File: src/rtl/bp_me_nonsynth_mock_lce_pkg.sv
// Shared types for the mock LCE: processor configuration, bedrock LCE
// command/response message headers, message enums and small helpers.
package bp_me_nonsynth_mock_lce_pkg;

  typedef enum logic [1:0] {
    e_bp_default_cfg = 2'd0
  } bp_params_e;

  localparam int paddr_width_p     = 40;
  localparam int cce_block_width_p = 512;
  localparam int dword_width_gp    = 64;
  localparam int lce_id_width_p    = 4;
  localparam int cce_id_width_p    = 4;
  localparam int lce_assoc_p       = 8;
  // One spare bit so that an out-of-range way can be expressed and flagged.
  localparam int way_id_width_p    = 4;

  localparam int beats_lp              = cce_block_width_p / dword_width_gp;
  localparam int beat_width_lp         = (beats_lp > 1) ? $clog2(beats_lp) : 1;
  localparam int block_offset_width_lp = $clog2(cce_block_width_p / 8);

  typedef enum logic [3:0] {
    e_bedrock_cmd_sync        = 4'd0,
    e_bedrock_cmd_st_wakeup   = 4'd1,
    e_bedrock_cmd_inv         = 4'd2,
    e_bedrock_cmd_st          = 4'd3,
    e_bedrock_cmd_data        = 4'd4,
    e_bedrock_cmd_uc_data     = 4'd5,
    e_bedrock_cmd_uc_st_done  = 4'd6,
    e_bedrock_cmd_st_wb       = 4'd7,
    e_bedrock_cmd_wb          = 4'd8,
    e_bedrock_cmd_st_tr       = 4'd9,
    e_bedrock_cmd_st_tr_wb    = 4'd10
  } bp_bedrock_cmd_type_e;

  typedef enum logic [2:0] {
    e_bedrock_resp_sync_ack = 3'd0,
    e_bedrock_resp_inv_ack  = 3'd1,
    e_bedrock_resp_coh_ack  = 3'd2,
    e_bedrock_resp_wb       = 3'd3,
    e_bedrock_resp_null_wb  = 3'd4
  } bp_bedrock_resp_type_e;

  typedef enum logic [2:0] {
    e_COH_I = 3'd0,
    e_COH_S = 3'd1,
    e_COH_E = 3'd2,
    e_COH_F = 3'd3,
    e_COH_O = 3'd6,
    e_COH_M = 3'd7
  } bp_coh_states_e;

  typedef enum logic [2:0] {
    e_bedrock_msg_size_1  = 3'd0,
    e_bedrock_msg_size_8  = 3'd3,
    e_bedrock_msg_size_64 = 3'd6
  } bp_bedrock_msg_size_e;

  typedef struct packed {
    bp_coh_states_e              state;
    logic [way_id_width_p-1:0]   way_id;
    logic [cce_id_width_p-1:0]   src_id;
    logic [lce_id_width_p-1:0]   dst_id;
    logic [2:0]                  size;
    logic [paddr_width_p-1:0]    addr;
    bp_bedrock_cmd_type_e        msg_type;
  } bp_bedrock_lce_cmd_header_s;

  typedef struct packed {
    logic [lce_id_width_p-1:0]   src_id;
    logic [cce_id_width_p-1:0]   dst_id;
    logic [2:0]                  size;
    logic [paddr_width_p-1:0]    addr;
    bp_bedrock_resp_type_e       msg_type;
  } bp_bedrock_lce_resp_header_s;

  localparam int lce_cmd_msg_header_width_lp  = $bits(bp_bedrock_lce_cmd_header_s);
  localparam int lce_resp_msg_header_width_lp = $bits(bp_bedrock_lce_resp_header_s);

  function automatic int cfg_lce_assoc(input bp_params_e cfg);
    case (cfg)
      e_bp_default_cfg: cfg_lce_assoc = lce_assoc_p;
      default:          cfg_lce_assoc = lce_assoc_p;
    endcase
  endfunction

  function automatic logic [paddr_width_p-1:0] block_align(input logic [paddr_width_p-1:0] addr);
    block_align = {addr[paddr_width_p-1:block_offset_width_lp], {block_offset_width_lp{1'b0}}};
  endfunction

  // Writeback beat k carries the low 32 address bits and the beat index.
  function automatic logic [dword_width_gp-1:0] wb_beat(input logic [paddr_width_p-1:0] addr,
                                                        input logic [beat_width_lp-1:0] k);
    logic [paddr_width_p-1:0] aligned;
    aligned = block_align(addr);
    wb_beat = {aligned[31:0], 32'(k)};
  endfunction

endpackage

File: src/rtl/bp_me_nonsynth_mock_lce_counter.sv
// Beat counter with synchronous clear and increment; clear wins over up.
module bp_me_nonsynth_mock_lce_counter #(
  parameter int width_p = 3
) (
  input  logic               clk_i,
  input  logic               reset_i,
  input  logic               clear_i,
  input  logic               up_i,
  output logic [width_p-1:0] count_o
);

  logic [width_p-1:0] count_r;

  // Count register: async active-low reset, clear to zero, else step up.
  always_ff @(posedge clk_i or negedge reset_i) begin
    if (!reset_i) begin
      count_r <= '0;
    end else if (clear_i) begin
      count_r <= '0;
    end else if (up_i) begin
      count_r <= count_r + width_p'(1);
    end else begin
      count_r <= count_r;
    end
  end

  assign count_o = count_r;

endmodule

File: src/rtl/bp_me_nonsynth_mock_lce.sv
// Mock LCE: accepts CCE commands, tracks per-way dirty bits and answers
// with acks and (null) writebacks so a CCE can run without a real cache.
module bp_me_nonsynth_mock_lce
  import bp_me_nonsynth_mock_lce_pkg::*;
#(
  parameter bp_params_e bp_params_p = e_bp_default_cfg
) (
  input  logic                                    clk_i,
  input  logic                                    reset_i,
  input  logic [lce_id_width_p-1:0]               lce_id_i,
  input  logic [lce_cmd_msg_header_width_lp-1:0]  lce_cmd_header_i,
  input  logic                                    lce_cmd_header_v_i,
  output logic                                    lce_cmd_header_ready_and_o,
  input  logic [dword_width_gp-1:0]               lce_cmd_data_i,
  input  logic                                    lce_cmd_data_v_i,
  output logic                                    lce_cmd_data_ready_and_o,
  output logic [lce_resp_msg_header_width_lp-1:0] lce_resp_header_o,
  output logic                                    lce_resp_header_v_o,
  input  logic                                    lce_resp_header_ready_and_i,
  output logic [dword_width_gp-1:0]               lce_resp_data_o,
  output logic                                    lce_resp_data_v_o,
  input  logic                                    lce_resp_data_ready_and_i,
  output logic                                    error_o,
  output logic [31:0]                             cmd_count_o
);

  localparam int lce_assoc_lp     = cfg_lce_assoc(bp_params_p);
  localparam int way_idx_width_lp = $clog2(lce_assoc_lp);
  localparam logic [way_id_width_p-1:0] way_limit_lp = way_id_width_p'(lce_assoc_lp);
  localparam logic [beat_width_lp-1:0]  last_beat_lp = beat_width_lp'(beats_lp - 1);

  typedef enum logic [1:0] {
    e_ready     = 2'd0,
    e_cmd_data  = 2'd1,
    e_resp_hdr  = 2'd2,
    e_resp_data = 2'd3
  } state_e;

  state_e                      state_r, state_n;
  bp_bedrock_lce_cmd_header_s  cmd_hdr_s;
  bp_bedrock_lce_resp_header_s resp_hdr_r, resp_hdr_n;
  bp_bedrock_resp_type_e       resp_type_s;
  bp_bedrock_cmd_type_e        cmd_type_r;

  logic                        hdr_ready_r, data_ready_r, resp_v_r, resp_data_v_r, error_r;
  logic [dword_width_gp-1:0]   resp_data_r;
  logic [lce_assoc_lp-1:0]     dirty_r, dirty_n;
  logic [31:0]                 cmd_count_r;

  logic                        cmd_hs_s, cmd_data_hs_s, resp_hdr_hs_s, resp_data_hs_s;
  logic                        beat_hs_s, last_beat_s, cnt_clear_s, cnt_up_s;
  logic                        cmd_known_s, cmd_ok_s, way_ok_s;
  logic [way_idx_width_lp-1:0] way_idx_s;
  logic [beat_width_lp-1:0]    beat_cnt_s, beat_next_s;
  logic                        unused_s;

  assign cmd_hdr_s      = lce_cmd_header_i;
  assign cmd_hs_s       = lce_cmd_header_v_i & hdr_ready_r;
  assign cmd_data_hs_s  = lce_cmd_data_v_i & data_ready_r;
  assign resp_hdr_hs_s  = resp_v_r & lce_resp_header_ready_and_i;
  assign resp_data_hs_s = resp_data_v_r & lce_resp_data_ready_and_i;
  assign beat_hs_s      = cmd_data_hs_s | resp_data_hs_s;
  assign last_beat_s    = (beat_cnt_s == last_beat_lp);
  assign cnt_clear_s    = beat_hs_s & last_beat_s;
  assign cnt_up_s       = beat_hs_s & ~last_beat_s;

  assign way_idx_s = cmd_hdr_s.way_id[way_idx_width_lp-1:0];
  assign way_ok_s  = (cmd_hdr_s.way_id < way_limit_lp);
  assign cmd_ok_s  = cmd_known_s & (cmd_hdr_s.dst_id == lce_id_i) & way_ok_s;

  // Command payload and size are never inspected by this mock.
  assign unused_s = ^{lce_cmd_data_i, cmd_hdr_s.size};

  bp_me_nonsynth_mock_lce_counter #(
    .width_p (beat_width_lp)
  ) beat_counter (
    .clk_i   (clk_i),
    .reset_i (reset_i),
    .clear_i (cnt_clear_s),
    .up_i    (cnt_up_s),
    .count_o (beat_cnt_s)
  );

  // Beat index the counter will hold after this edge, used to preload data.
  always_comb begin
    beat_next_s = beat_cnt_s;
    if (cnt_clear_s) begin
      beat_next_s = '0;
    end else if (cnt_up_s) begin
      beat_next_s = beat_cnt_s + beat_width_lp'(1);
    end else begin
      beat_next_s = beat_cnt_s;
    end
  end

  // Classify the incoming command and pick the response type it earns.
  always_comb begin
    cmd_known_s = 1'b0;
    resp_type_s = e_bedrock_resp_coh_ack;
    case (cmd_hdr_s.msg_type)
      e_bedrock_cmd_sync: begin
        cmd_known_s = 1'b1;
        resp_type_s = e_bedrock_resp_sync_ack;
      end
      e_bedrock_cmd_inv: begin
        cmd_known_s = 1'b1;
        resp_type_s = e_bedrock_resp_inv_ack;
      end
      e_bedrock_cmd_st, e_bedrock_cmd_st_wakeup,
      e_bedrock_cmd_data, e_bedrock_cmd_uc_data: begin
        cmd_known_s = 1'b1;
        resp_type_s = e_bedrock_resp_coh_ack;
      end
      e_bedrock_cmd_wb, e_bedrock_cmd_st_wb: begin
        cmd_known_s = 1'b1;
        if (dirty_r[way_idx_s]) begin
          resp_type_s = e_bedrock_resp_wb;
        end else begin
          resp_type_s = e_bedrock_resp_null_wb;
        end
      end
      default: begin
        cmd_known_s = 1'b0;
        resp_type_s = e_bedrock_resp_coh_ack;
      end
    endcase
  end

  // Build the response header: reply to the sender, block-aligned address.
  always_comb begin
    resp_hdr_n          = '0;
    resp_hdr_n.msg_type = resp_type_s;
    resp_hdr_n.addr     = block_align(cmd_hdr_s.addr);
    resp_hdr_n.dst_id   = cmd_hdr_s.src_id;
    resp_hdr_n.src_id   = lce_id_i;
    if (resp_type_s == e_bedrock_resp_wb) begin
      resp_hdr_n.size = e_bedrock_msg_size_64;
    end else begin
      resp_hdr_n.size = e_bedrock_msg_size_1;
    end
  end

  // Dirty tracking: only an M fill dirties a way; every writeback cleans it.
  always_comb begin
    dirty_n = dirty_r;
    if (cmd_hs_s && cmd_ok_s) begin
      case (cmd_hdr_s.msg_type)
        e_bedrock_cmd_inv, e_bedrock_cmd_wb, e_bedrock_cmd_st_wb: begin
          dirty_n[way_idx_s] = 1'b0;
        end
        e_bedrock_cmd_st, e_bedrock_cmd_st_wakeup: begin
          if (cmd_hdr_s.state != e_COH_M) begin
            dirty_n[way_idx_s] = 1'b0;
          end else begin
            dirty_n[way_idx_s] = dirty_r[way_idx_s];
          end
        end
        e_bedrock_cmd_data: begin
          dirty_n[way_idx_s] = (cmd_hdr_s.state == e_COH_M);
        end
        default: begin
          dirty_n = dirty_r;
        end
      endcase
    end else begin
      dirty_n = dirty_r;
    end
  end

  // Next-state logic for the command / response sequencing FSM.
  always_comb begin
    state_n = state_r;
    case (state_r)
      e_ready: begin
        if (cmd_hs_s && cmd_ok_s) begin
          case (cmd_hdr_s.msg_type)
            e_bedrock_cmd_sync, e_bedrock_cmd_inv,
            e_bedrock_cmd_wb, e_bedrock_cmd_st_wb:     state_n = e_resp_hdr;
            e_bedrock_cmd_data, e_bedrock_cmd_uc_data: state_n = e_cmd_data;
            default:                                   state_n = e_ready;
          endcase
        end else begin
          state_n = e_ready;
        end
      end
      e_cmd_data: begin
        if (cmd_data_hs_s && last_beat_s) begin
          if (cmd_type_r == e_bedrock_cmd_data) begin
            state_n = e_resp_hdr;
          end else begin
            state_n = e_ready;
          end
        end else begin
          state_n = e_cmd_data;
        end
      end
      e_resp_hdr: begin
        if (resp_hdr_hs_s) begin
          if (resp_hdr_r.msg_type == e_bedrock_resp_wb) begin
            state_n = e_resp_data;
          end else begin
            state_n = e_ready;
          end
        end else begin
          state_n = e_resp_hdr;
        end
      end
      e_resp_data: begin
        if (resp_data_hs_s && last_beat_s) begin
          state_n = e_ready;
        end else begin
          state_n = e_resp_data;
        end
      end
      default: state_n = e_ready;
    endcase
  end

  // State, registered handshake outputs, dirty bits, error and command count.
  always_ff @(posedge clk_i or negedge reset_i) begin
    if (!reset_i) begin
      state_r       <= e_ready;
      hdr_ready_r   <= 1'b0;
      data_ready_r  <= 1'b0;
      resp_v_r      <= 1'b0;
      resp_data_v_r <= 1'b0;
      resp_data_r   <= '0;
      resp_hdr_r    <= '0;
      cmd_type_r    <= e_bedrock_cmd_sync;
      dirty_r       <= '0;
      error_r       <= 1'b0;
      cmd_count_r   <= '0;
    end else begin
      state_r       <= state_n;
      hdr_ready_r   <= (state_n == e_ready);
      data_ready_r  <= (state_n == e_cmd_data);
      resp_v_r      <= (state_n == e_resp_hdr);
      resp_data_v_r <= (state_n == e_resp_data);
      resp_data_r   <= (state_n == e_resp_data) ? wb_beat(resp_hdr_r.addr, beat_next_s) : '0;
      dirty_r       <= dirty_n;
      if (cmd_hs_s && cmd_ok_s) begin
        resp_hdr_r <= resp_hdr_n;
        cmd_type_r <= cmd_hdr_s.msg_type;
      end
      if (cmd_hs_s && !cmd_ok_s) begin
        error_r <= 1'b1;
      end
      if (cmd_hs_s && (cmd_count_r != 32'hFFFF_FFFF)) begin
        cmd_count_r <= cmd_count_r + 32'd1;
      end
    end
  end

  assign lce_cmd_header_ready_and_o = hdr_ready_r;
  assign lce_cmd_data_ready_and_o   = data_ready_r;
  assign lce_resp_header_o          = resp_hdr_r;
  assign lce_resp_header_v_o        = resp_v_r;
  assign lce_resp_data_o            = resp_data_r;
  assign lce_resp_data_v_o          = resp_data_v_r;
  assign error_o                    = error_r;
  assign cmd_count_o                = cmd_count_r;

endmodule
File: config.mk
export PLATFORM = sky130hd
export DESIGN_NAME = bp_me_nonsynth_mock_lce
export DESIGN_NICKNAME = d
export VERILOG_FILES = /design/src/rtl/bp_me_nonsynth_mock_lce_pkg.sv /design/src/rtl/bp_me_nonsynth_mock_lce_counter.sv /design/src/rtl/bp_me_nonsynth_mock_lce.sv
export SDC_FILE = /design/constraint.sdc
export NUM_CORES = 1
export LEC_CHECK = 0
export BUFFER_PORTS_ARGS = -buffer_cell sky130_fd_sc_hd__buf_4
export CAP_MARGIN = 20
export CORE_MARGIN = 4
export CORE_UTILIZATION = 42
export DETAILED_ROUTE_END_ITERATION = 10
export GPL_ROUTABILITY_DRIVEN = 0
export PLACE_DENSITY = 0.77
export SLEW_MARGIN = 20
export SYNTH_ARGS = -nofsm -noshare
export SYNTH_HDL_FRONTEND = slang
export SYNTH_SLANG_ARGS = --single-unit
File: constraint.sdc
create_clock -name clk_i -period 2.03 [get_ports clk_i]
set_clock_uncertainty 0.1 [all_clocks]
set_input_delay 0.203 -clock clk_i [delete_from_list [all_inputs] [get_ports clk_i]]
set_output_delay 0.203 -clock clk_i [all_outputs]
set_load 0.02 [all_outputs]
---- After elaboration in Yosys (flattened, before gate mapping) ----
Index checks and enable logic that the tools add are counted.
Widths: inputs -> output; s select.
storage, ports and cells
  logic and storage cells ................. 95
  bits of input ports ..................... 136
  register bits after elaboration ......... 166
operators by class
  add/subtract/negate cells ............... 2
  magnitude comparators ................... 3
  multiplexer cells ....................... 23
  eq/ne operators ......................... 21
  bitwise logic cells ..................... 12
  reduce and logical (&&, ||, !) cells .... 18
operators by type and width
  cell                   number
  $mux 64                1
  $add 32x1->32 const B  1
  $ne 32x32->1 const B   1
  $pmux 8 s3             1
  $bwmux 8               2
  $eq 4x3->1 const B     4
  $mux 2                 6
  $mux 3                 4
  $pmux 3 s3             1
  $and 1x1->1            8
  $and 8x8->8            1
  $eq 2x2->1 const B     4
  $eq 4x2->1 const B     2
  $mux 8                 1
  $not 8->8              1
  $pmux 2 s4             1
  $reduce_or 8->1        1
  $eq 3x2->1 const B     2
  $eq 3x3->1 const B     2
  $logic_and 1x1->1      6
  $reduce_or 2->1        3
  $eq 2x1->1 const B     2
  $eq 4x1->1 const B     1
  $eq 4x4->1             1
  19 further kinds       22

---- Depth between registers and ports, before layout ----
Gate-level depths: netlist (run 1).
  depth in word-level cells ............... 10
  depth in mapped cells ................... 9

---- Cells and area by module ----
Synthesis (run 1) repeated with hierarchy kept, for this count alone.
unflattened totals
  cells, all modules ...................... 594
  area, all modules ....................... 5968.2 um2
by module, submodules not included
  module                           cells each  area an instance (um2)  sequential area each (um2)  instances
  bp_me_nonsynth_mock_lce          583         5831.8                  3153.0                      1
  bp_me_nonsynth_mock_lce_counter  11          136.4                   75.1                        1

---- Worst setup path after synthesis (run 1) ----
OpenSTA, ideal clock, no wires.
  path kind ............................... register to register
  start point ............................. reg cmd_count_r[0], in the netlist cmd_count_o[0]
  end point ............................... reg cmd_count_r[13], in the netlist cmd_count_o[13]
  arrival time ............................ 1.815 ns
  stages on the path, launching flop included .. 7
  slack ................................... -0.015 ns
  setup time .............................. 0.130 ns
  required time ........................... 1.800 ns
  period minus slack after synthesis ...... 2.045 ns
  cells stage by stage .................... dfrtp_1 -> ha_1 -> and4_1 -> and4_1 -> a311oi_1 -> nand4_1 -> xnor2_1
on the way
  word-level cells in the longest chain between the ends .. 2
ends and longest elaborated chain
  item                                                                   RTL line                        text
  start, declared                                                        bp_me_nonsynth_mock_lce.sv:48   logic [31:0] cmd_count_r;
  start signal, assigned                                                 bp_me_nonsynth_mock_lce.sv:249  cmd_count_r <= cmd_count_r + 32'd1;
  parallel branches: the longest is 2 deep, another holds $add 32x1->32  -
Several ways; the timed one is not identified.
A chain may end at the register's enable or synchronous reset.

---- Final worst setup path (run 1) ----
  start point ............................. reg cmd_count_r[18], in the netlist cmd_count_o[18]
  end point ............................... reg cmd_count_r[25], in the netlist cmd_count_o[25]
Same word-level chain as after synthesis.

==> results of run 1 <==
==> cells in the mapped netlist, types with 4 or more instances <==
cell type and number:
dfrtp_1 129, mux2_2 48, buf_4 47, and2_1 33
nand2_1 23, a31oi_1 22, nor2_1 20, nand3_1 15
nor3_1 14, xor2_1 14, xnor2_1 13, nor2b_1 12
nand4_1 11, o21ai_0 10, and4_1 8, a21oi_1 7
clkbuf_1 7, inv_1 7, and3_1 6, nor4_1 5
nand2b_1 4, nor3b_1 4
==> through the flow <==
stage	worst slack [ns]	util [%]	instances	hold slack [ns]
2_1_floorplan	0.00258	-	551	-0.193
3_3_place_gp	0.0275	54.7	891	0.105
3_5_place_dp	-0.0180	54.7	891	0.127
4_1_cts	0.0320	62.2	969	0.0615
5_1_grt	-0.0125	62.9	970	0.0791
6_report	0.0307	62.9	970	0.0930
==> timing repair <==
item / 4_1_cts / 5_1_grt
endpoints found under the setup margin: 22 / 96
hold endpoints to repair: 82 / 0
hold buffers: 46 / 0
cloned: 0 / 1
gates resized for setup: 2 / 14
pin swaps: 0 / 2
setup buffers: 0 / 0
==> registers in the layout (all words and copies together) (netlist names) <==
| signal | cells |
|---|---|
| lce_resp_header_o | 46 |
| error_o | 1 |
| cmd_count_o | 32 |
| state_r | 2 |
| dirty_r | 8 |
| lce_resp_data_o | 29 |
| lce_cmd_header_ready_and_o | 1 |
| beat_counter.count_o | 3 |
| lce_resp_header_v_o | 1 |
| lce_resp_data_v_o | 1 |
| lce_cmd_data_ready_and_o | 1 |
| cmd_type_r | 4 |
==> worst reg2reg max path: stages, from the launching register on <==
cell and delay [ns]:
dfrtp_1 0.37, nand4_2 0.13, or4_1 0.60, o21ai_2 0.28, buf_6 0.18, nor3_1 0.07
xor2_1 0.15
==> kinds of logic after synthesis <==
family | Yosys count | share of synthesized area [%]
buffers and inverters | 69 | 8.22
adder cells (fa/ha/maj) | 3 | 0.631
flip-flops | 129 | 54.2
XOR/XNOR | 27 | 3.97
AO/OA/AOI/OAI | 59 | 6.64
AND/OR/NAND/NOR | 172 | 16.8
multiplexers | 50 | 9.42
other | 1 | 0.0630
==> routing by layer <==
metal	GRT usage, %	part of all wire (%)	vias up	routed length (µm)
met2	34.2	52	224	8240
met1	21.7	37	2366	5870
li1	-	-	2257	-
met3	7.48	8.9	37	1420
met4	8.26	2.5	0	405
met5	0	0	-	0
==> cell type report <==
type                    count  area [µm²]
repair buffers            269        2210
clock buffers              19         453
fillers                  1072        5150
well taps                 180         225
inverters                   7        26.3
clock inverters            13         128
flip-flops and latches    129        3230
multi-input cells         353        2450
==> worst min path at each step <==
| stage | cells past startpoint | end | startpoint |
|---|---|---|---|
| CTS | 3 | dirty_r[6] | lce_cmd_header_i[56] |
| floorplan | 0 | beat_counter.count_o[0] | reset_i |
| finish | 3 | cmd_type_r[2] | lce_cmd_header_i[2] |
| global placement | 1 | lce_resp_data_o[58] | reset_i |
| detailed placement | 1 | lce_resp_data_o[2] | reset_i |
| global route | 3 | cmd_type_r[2] | lce_cmd_header_i[2] |
==> report_power, final <==
part           switching (mW)  internal (mW)  total, mW  leakage, nW
Combinational            1.44           1.19       2.63         2.38
Sequential              0.316           3.02       3.33         1.74
Clock                    1.19           1.77       2.96        0.271
Total                    2.94           5.98       8.92         4.39
==> summary.txt, run 1 <==
Drt
  • Vias per cell: 5.04
  • DR vias: 4,884
  • Initial drt markers: 279
  • DR DRC count: 0
  • Total wire length: 15.9 mm
  • Post-route ant nets: 0
  • DR pass1 iterations: 5
  • Routed WL per cell: 16.4 µm

Logic synthesis
  • Flops & latches, synth: 129
  • Sequential area share after synthesis: 54.2%
  • Post-synth EDFFs: 0
  • Mapped Area: 5950 µm²
  • Async SR Flop Fraction: 100%
  • Yosys cell types: 58
  • Synth area leaders: dfrtp_1 (54%), mux2_2 (9.1%), buf_4 (5.9%), and2_1 (3.5%), a31oi_1 (2.3%)
  • Most common flop cell mapped by yosys: dfrtp_1
  • Syn avg cell area: 11.7 µm²
  • Synth area leader: dfrtp_1
  • Top-area cell type share of the netlist area: 54.2%
  • YS warnings: 0
  • Syn Inst Count: 510

STA
  • Endpoints failing hold: 0
  • Worst-margin pin slew: 0.533 ns
  • # setup viols final: 0
  • Setup TNS: 0 ns
  • Final min period: 2.00 ns
  • Max-slew headroom: 64.4%
  • Final period util: 98.5%
  • Max Clock Freq: 500 MHz
  • Fin. max-slew vios: 0

Worst setup path
  • Setup crit end: cmd_count_o[25]
  • CP Capture Type: flop
  • CP cell instances: nand4_2 > or4_1 > o21ai_2 > buf_6 > nor3_1 > xor2_1
  • Crit path max fanout: 9
  • Worst path depth: 6
  • CP top delay family: simple AND/OR/NAND/NOR gates
  • Setup crit start: cmd_count_o[18]
  • Reg2Reg Launch Point: cmd_count_o[18]
  • CP max stage cell: or4_1
  • Worst EP arrival: 2.18 ns
  • Crit path largest cell delay: 0.60 ns
  • CP Data Required Time: 2.21 ns
  • Critical path type: flop to flop
  • Crit start category: flop
  • Flop2flop setup slack: 0.03 ns
  • Reg2Reg Depth: 6
  • Buf/Inv on CP: 1
  • Worst reg2reg endpoint: cmd_count_o[25]

Global route
  • Initial antenna violation count: 0
  • First-pass GRT wire length: 25.4 mm
  • Grt total ovfl: 0
  • Gr usage total: 19.7%
  • Pin count of the biggest net entering global routing: 51
  • Number of global-route vias before repair: 5,127

Status
  • Status: finished, final reports clean

Die
  • Die width: 127 µm
  • Core Footprint: 13,900 µm²
  • DIE AREA: 16,100 µm²
  • Die H: 127 µm
  • Initial core utilization: 42.9%
  • # IOs: 291
  • # rows: 43

Clocking
  • Clock slew at the register clock pins of the worst setup and hold paths: 0.06 ns
  • Root Buffer: clkbuf_16
  • CTS Buffer Depth: 2
  • CTS tree: yes
  • CTS buffer count: 17
  • # H-tree levels: 4
  • Clk_lat worst skew: 0.41 ns
  • Sink Count: 129

Layout
  • Commonest non-fill, non-tap cell in the layout: buf_4
  • Final std cell area, no fill: 8730 µm²
  • Fraction of layout cells with a size suffix above 1: 41.4%
  • Most frequent cells in the layout: buf_4 (215), dfrtp_1 (127), mux2_2 (48), dlygate4sd3_1 (46), conb_1 (42)
  • # nets final: 916
  • # diodes: 0
  • Area growth, synth to finish: 46.7%

Power and ir drop
  • Total Power: 8.92 mW
  • Cell area power density: 1020 nW/µm²
  • P_leak: 4.39 nW
  • Maximum vdd drop: 0.799 mV

Flow run
  • # Max-Cap Violations: 0

Place
  • Placement Cell Area: 7590 µm²
  • DPL Wire Length: 11.0 mm
  • PortBufs: 175

Hold path
  • HP Class: primary input to flop
(Power assumes the default switching activity.)
==> run 2, diff against run 1 <==
Settings changed: RECOVER_POWER set to 50.
==> summary.txt, run 2 (synthesis results as in run 1) <==
Worst setup path
  • Critical path type: flop to flop
  • CP Capture Type: flop
  • CP Data Required Time: 2.21 ns
  • Crit start category: flop
  • Worst EP arrival: 2.18 ns
  • Crit path max fanout: 9

Flow run
  • # Max-Cap Violations: 0

STA
  • Final min period: 2.00 ns
  • Final period util: 98.4%
  • Endpoints failing hold: 0
  • Fin. max-slew vios: 0
  • Setup TNS: 0 ns
  • Final hold slack: 0.0897 ns
  • Max Clock Freq: 501 MHz
  • # setup viols final: 0
  • Max-slew headroom: 32.7%
  • Worst-margin pin slew: 1.01 ns

Drt
  • Initial drt markers: 247
  • DR vias: 4,879
  • DR DRC count: 0
  • Routed WL per cell: 16.4 µm
  • Vias per cell: 5.03
  • DR pass1 iterations: 5
  • Post-route ant nets: 0
  • Total wire length: 15.9 mm

Layout
  • Seq. cell area: 3230 µm²
  • Commonest non-fill, non-tap cell in the layout: buf_4
  • Most frequent cells in the layout: buf_4 (160), dfrtp_1 (127), clkbuf_1 (54), mux2_2 (48), dlygate4sd3_1 (46)
  • # nets final: 916
  • Max reg flops: 46
  • Area of the multi-input gates: 2450 µm²
  • Layout fillers: 1,136
  • Final std cell area, no fill: 8520 µm²
  • Area growth, synth to finish: 43.1%
  • # diodes: 0
  • Fraction of layout cells with a size suffix above 1: 34.6%

Hold path
  • HP Class: primary input to flop

Clocking
  • Sink Count: 129
  • CTS tree: yes
  • # H-tree levels: 4
  • CTS Buffer Depth: 2
  • Clock slew at the register clock pins of the worst setup and hold paths: 0.06 ns
  • Clk_lat worst skew: 0.42 ns
  • Setup bufs post-CTS: 0
  • Root Buffer: clkbuf_16
  • CTS buffer count: 17

Status
  • Status: finished, final reports clean

Global route
  • Gr usage total: 19.7%
  • First-pass GRT wire length: 25.4 mm
  • Pin count of the biggest net entering global routing: 51
  • Initial antenna violation count: 0
  • Grt total ovfl: 0
  • Number of global-route vias before repair: 5,127

Die
  • # rows: 43
  • Die width: 127 µm
  • Initial core utilization: 42.9%
  • DIE AREA: 16,100 µm²
  • Core Footprint: 13,900 µm²
  • Die H: 127 µm
  • # IOs: 291

Power and ir drop
  • Maximum vdd drop: 0.795 mV
  • P_leak: 4.16 nW
  • Total Power: 8.75 mW
  • Cell area power density: 1030 nW/µm²

Place
  • DPL Wire Length: 11.0 mm
  • Placement Cell Area: 7590 µm²
  • PortBufs: 175
-- run 2: report_power, final --
| part | switching [mW] | internal (mW) | total, mW |
|---|---|---|---|
| Clock | 1.19 | 1.77 | 2.96 |
| Combinational | 1.44 | 1.03 | 2.47 |
| Sequential | 0.311 | 3.02 | 3.33 |
-- run 2: final timing paths --
check | slack (ns) | end | startpoint | cells after the start
max | 0.03 | cmd_count_o[25] | cmd_count_o[18] | 6
max reg2reg | 0.03 | cmd_count_o[25] | cmd_count_o[18] | 6
min in group asynchronous | 0.41 | lce_resp_data_o[59] | reset_i | 2
min reg2reg | 0.40 | lce_resp_data_o[60] | lce_resp_header_o[31] | 1
min | 0.09 | cmd_type_r[2] | lce_cmd_header_i[2] | 3
max in group asynchronous | 0.41 | cmd_count_o[17] | reset_i | 3
-- run 2: repair_timing --
action,4_1_cts,5_1_grt
cloned,0,1
hold buffers,46,0
gates resized for setup,2,14
setup endpoints to repair,22,96
pin swaps,0,2
hold endpoints to repair,82,0
-- run 2: final cells by class --
class                      instances  share of cell area [%]
clock buffer                      19                    5.32
clock inverter                    13                    1.50
inverter                           7                   0.309
multi-input combinational        353                    28.8
sequential                       129                    37.9
tap                              180                    2.64
timing repair buffer             269                    23.5
-- run 2: critical path, cell delays in order, from the launching register on --
cell and delay (ns):
dfrtp_1 0.37, nand4_2 0.13, or4_1 0.60, o21ai_2 0.28, buf_6 0.18, nor3_1 0.07
xor2_1 0.15
-- run 2: stage by stage --
| stage | util, % | cells | setup slack [ns] |
|---|---|---|---|
| finish | 61.4 | 970 | 0.0320 |
| global route | 61.4 | 970 | -0.0125 |
| CTS | 62.2 | 969 | 0.0320 |
| detailed placement | 54.7 | 891 | -0.0180 |
| global placement | 54.7 | 891 | 0.0275 |
| floorplan | - | 551 | 0.00258 |
-- run 2: routing by layer --
metal / GRT usage (%) / up-vias / part of all wire [%]
met5: 0 / - / 0
met4: 8.26 / 0 / 2.7
met3: 7.48 / 40 / 8.9
met2: 34.2 / 223 / 52
met1: 21.7 / 2358 / 37
li1: - / 2258 / -
==> run 3, diff against run 2 <==
Settings changed: REMOVE_ABC_BUFFERS set to 1.
==> summary.txt, run 3 (synthesis results as in run 1) <==
Drt
  • Vias per cell: 5.03
  • Met2 wire len: 8.27 mm
  • DR DRC count: 0
  • DR vias: 4,887
  • Initial drt markers: 279
  • Met1 wire length: 6.28 mm
  • Routed WL per cell: 16.7 µm
  • Post-route ant nets: 0
  • Metal3 WL: 1.37 mm
  • DR pass1 iterations: 4
  • Max Used Layer: met4
  • Total wire length: 16.2 mm

STA
  • # setup viols final: 0
  • Max-slew headroom: 43.3%
  • Max Clock Freq: 494 MHz
  • Setup TNS: 0 ns
  • Fin. max-slew vios: 0
  • Worst-margin pin slew: 0.851 ns
  • Final min period: 2.02 ns
  • Endpoints failing hold: 0
  • RSZ-0062 raised after global routing: yes
  • Final period util: 99.7%

Power and ir drop
  • Maximum vdd drop: 0.727 mV
  • Cell area power density: 1070 nW/µm²
  • P_leak: 4.25 nW

Worst setup path
  • Flop2flop setup slack: 0.05 ns
  • Crit path max fanout: 21
  • CP Data Required Time: 2.23 ns
  • Reg2Reg Depth: 5
  • CP Capture Type: flop
  • Critical path type: primary input to flop
  • Worst EP arrival: 2.22 ns
  • Worst reg2reg endpoint: cmd_count_o[23]
  • Setup crit start: lce_id_i[3]
  • Reg2Reg Launch Point: cmd_count_o[20]
  • Crit start category: primary input
  • Setup crit end: lce_resp_header_o[38]

Global route
  • Pin count of the biggest net entering global routing: 56
  • Number of global-route vias before repair: 5,066
  • Gr usage total: 20.0%
  • First-pass GRT wire length: 25.5 mm
  • Initial antenna violation count: 0
  • Grt total ovfl: 0

Die
  • Initial core utilization: 42.9%
  • DIE AREA: 16,100 µm²
  • # IOs: 291
  • Die H: 127 µm
  • # rows: 43
  • Die width: 127 µm
  • Core Footprint: 13,900 µm²

Clocking
  • Sink Count: 129
  • Root Buffer: clkbuf_16
  • CTS buffer count: 17
  • CTS Buffer Depth: 2
  • CTS tree: yes
  • Clk_lat worst skew: 0.42 ns
  • # H-tree levels: 4
  • Clock slew at the register clock pins of the worst setup and hold paths: 0.05 ns

Place
  • PortBufs: 175
  • Placement Cell Area: 7580 µm²
  • DPL Wire Length: 11.0 mm

Layout
  • Final core occ: 62.2%
  • Most frequent cells in the layout: buf_4 (168), dfrtp_1 (129), clkbuf_1 (51), mux2_2 (48), dlygate4sd3_1 (45)
  • Commonest non-fill, non-tap cell in the layout: buf_4
  • # diodes: 0
  • # nets final: 918
  • Layout fillers: 1,122
  • Final std cell area, no fill: 8630 µm²
  • Fraction of layout cells with a size suffix above 1: 35.1%
  • Area growth, synth to finish: 45.0%
  • Max reg flops: 46

Status
  • Status: finished, final reports clean

Flow run
  • # Max-Cap Violations: 0

Hold path
  • HP Class: primary input to flop
[run 3: cell types whose count changed in the layout (fill, tap and decap cells not counted), moves of 2 or more]
cell,before,now
inv_6,4,1
clkbuf_1,54,51
bufinv_16,1,4
o21ai_2,2,0
buf_4,160,168
clkinvlp_4,5,3
dfrtp_2,2,0
clkinv_4,1,3
dfrtp_1,127,129
o21ai_1,1,4
[run 3: worst min path at each step]
stage / end / cells after the start / startpoint
2_1_floorplan: beat_counter.count_o[0] / 0 / reset_i
3_3_place_gp: cmd_count_o[7] / 1 / reset_i
3_5_place_dp: cmd_count_o[7] / 1 / reset_i
4_1_cts: cmd_type_r[1] / 2 / lce_cmd_header_i[1]
5_1_grt: cmd_type_r[1] / 2 / lce_cmd_header_i[1]
6_report: cmd_type_r[1] / 2 / lce_cmd_header_i[1]
[run 3: final cells by class]
type                       instances  area (µm²)  share of cell area, %
sequential                       129        3230                   37.4
multi-input combinational        353        2490                   28.9
tap                              180         225                   2.61
clock inverter                    11         178                   2.06
inverter                           7        26.3                  0.305
clock buffer                      21         470                   5.45
timing repair buffer             271        2010                   23.3
[run 3: timing repair]
action / in CTS / in global routing
cloned: 0 / 1
endpoints found under the setup margin: 38 / 96
buffers inserted: 0 / 5
endpoints found under the hold margin: 77 / 0
hold buffers: 45 / 0
resized for setup: 4 / 18
pin swaps: 0 / 9
[run 3: stage by stage]
step                      power (mW)  setup WS (ns)  hold slack (ns)  std cells
final                           9.21        0.00605           0.0267        972
after global routing            9.67        -0.0341           0.0219        972
after CTS                       9.31         0.0183          0.00557        967
after detailed placement        5.90         -0.157           0.0947        890
after global placement          5.80         -0.127           0.0907        890
after floorplan                 4.59          -1.00           -0.193        489
[run 3: power by group]
| group | internal, mW | total [mW] | leakage, nW | switching (mW) |
|---|---|---|---|---|
| Sequential | 3.02 | 3.34 | 1.74 | 0.323 |
| Combinational | 1.09 | 2.58 | 2.21 | 1.49 |
| Clock | 2.16 | 3.29 | 0.306 | 1.13 |
[run 3: worst max-delay path, cell delays in order]
cell and delay [ns]:
dlygate4sd3_1 0.54, buf_4 0.15, nor2b_1 0.14, nor4_1 0.27, and4_4 0.33, clkbuf_16 0.22
mux2_2 0.35
[run 3: layer usage]
metal / global-route usage (%) / vias up
met4: 7.32 / 0
li1: - / 2262
met1: 23.1 / 2398
met2: 34.0 / 200
met5: 0 / -
met3: 7.61 / 27
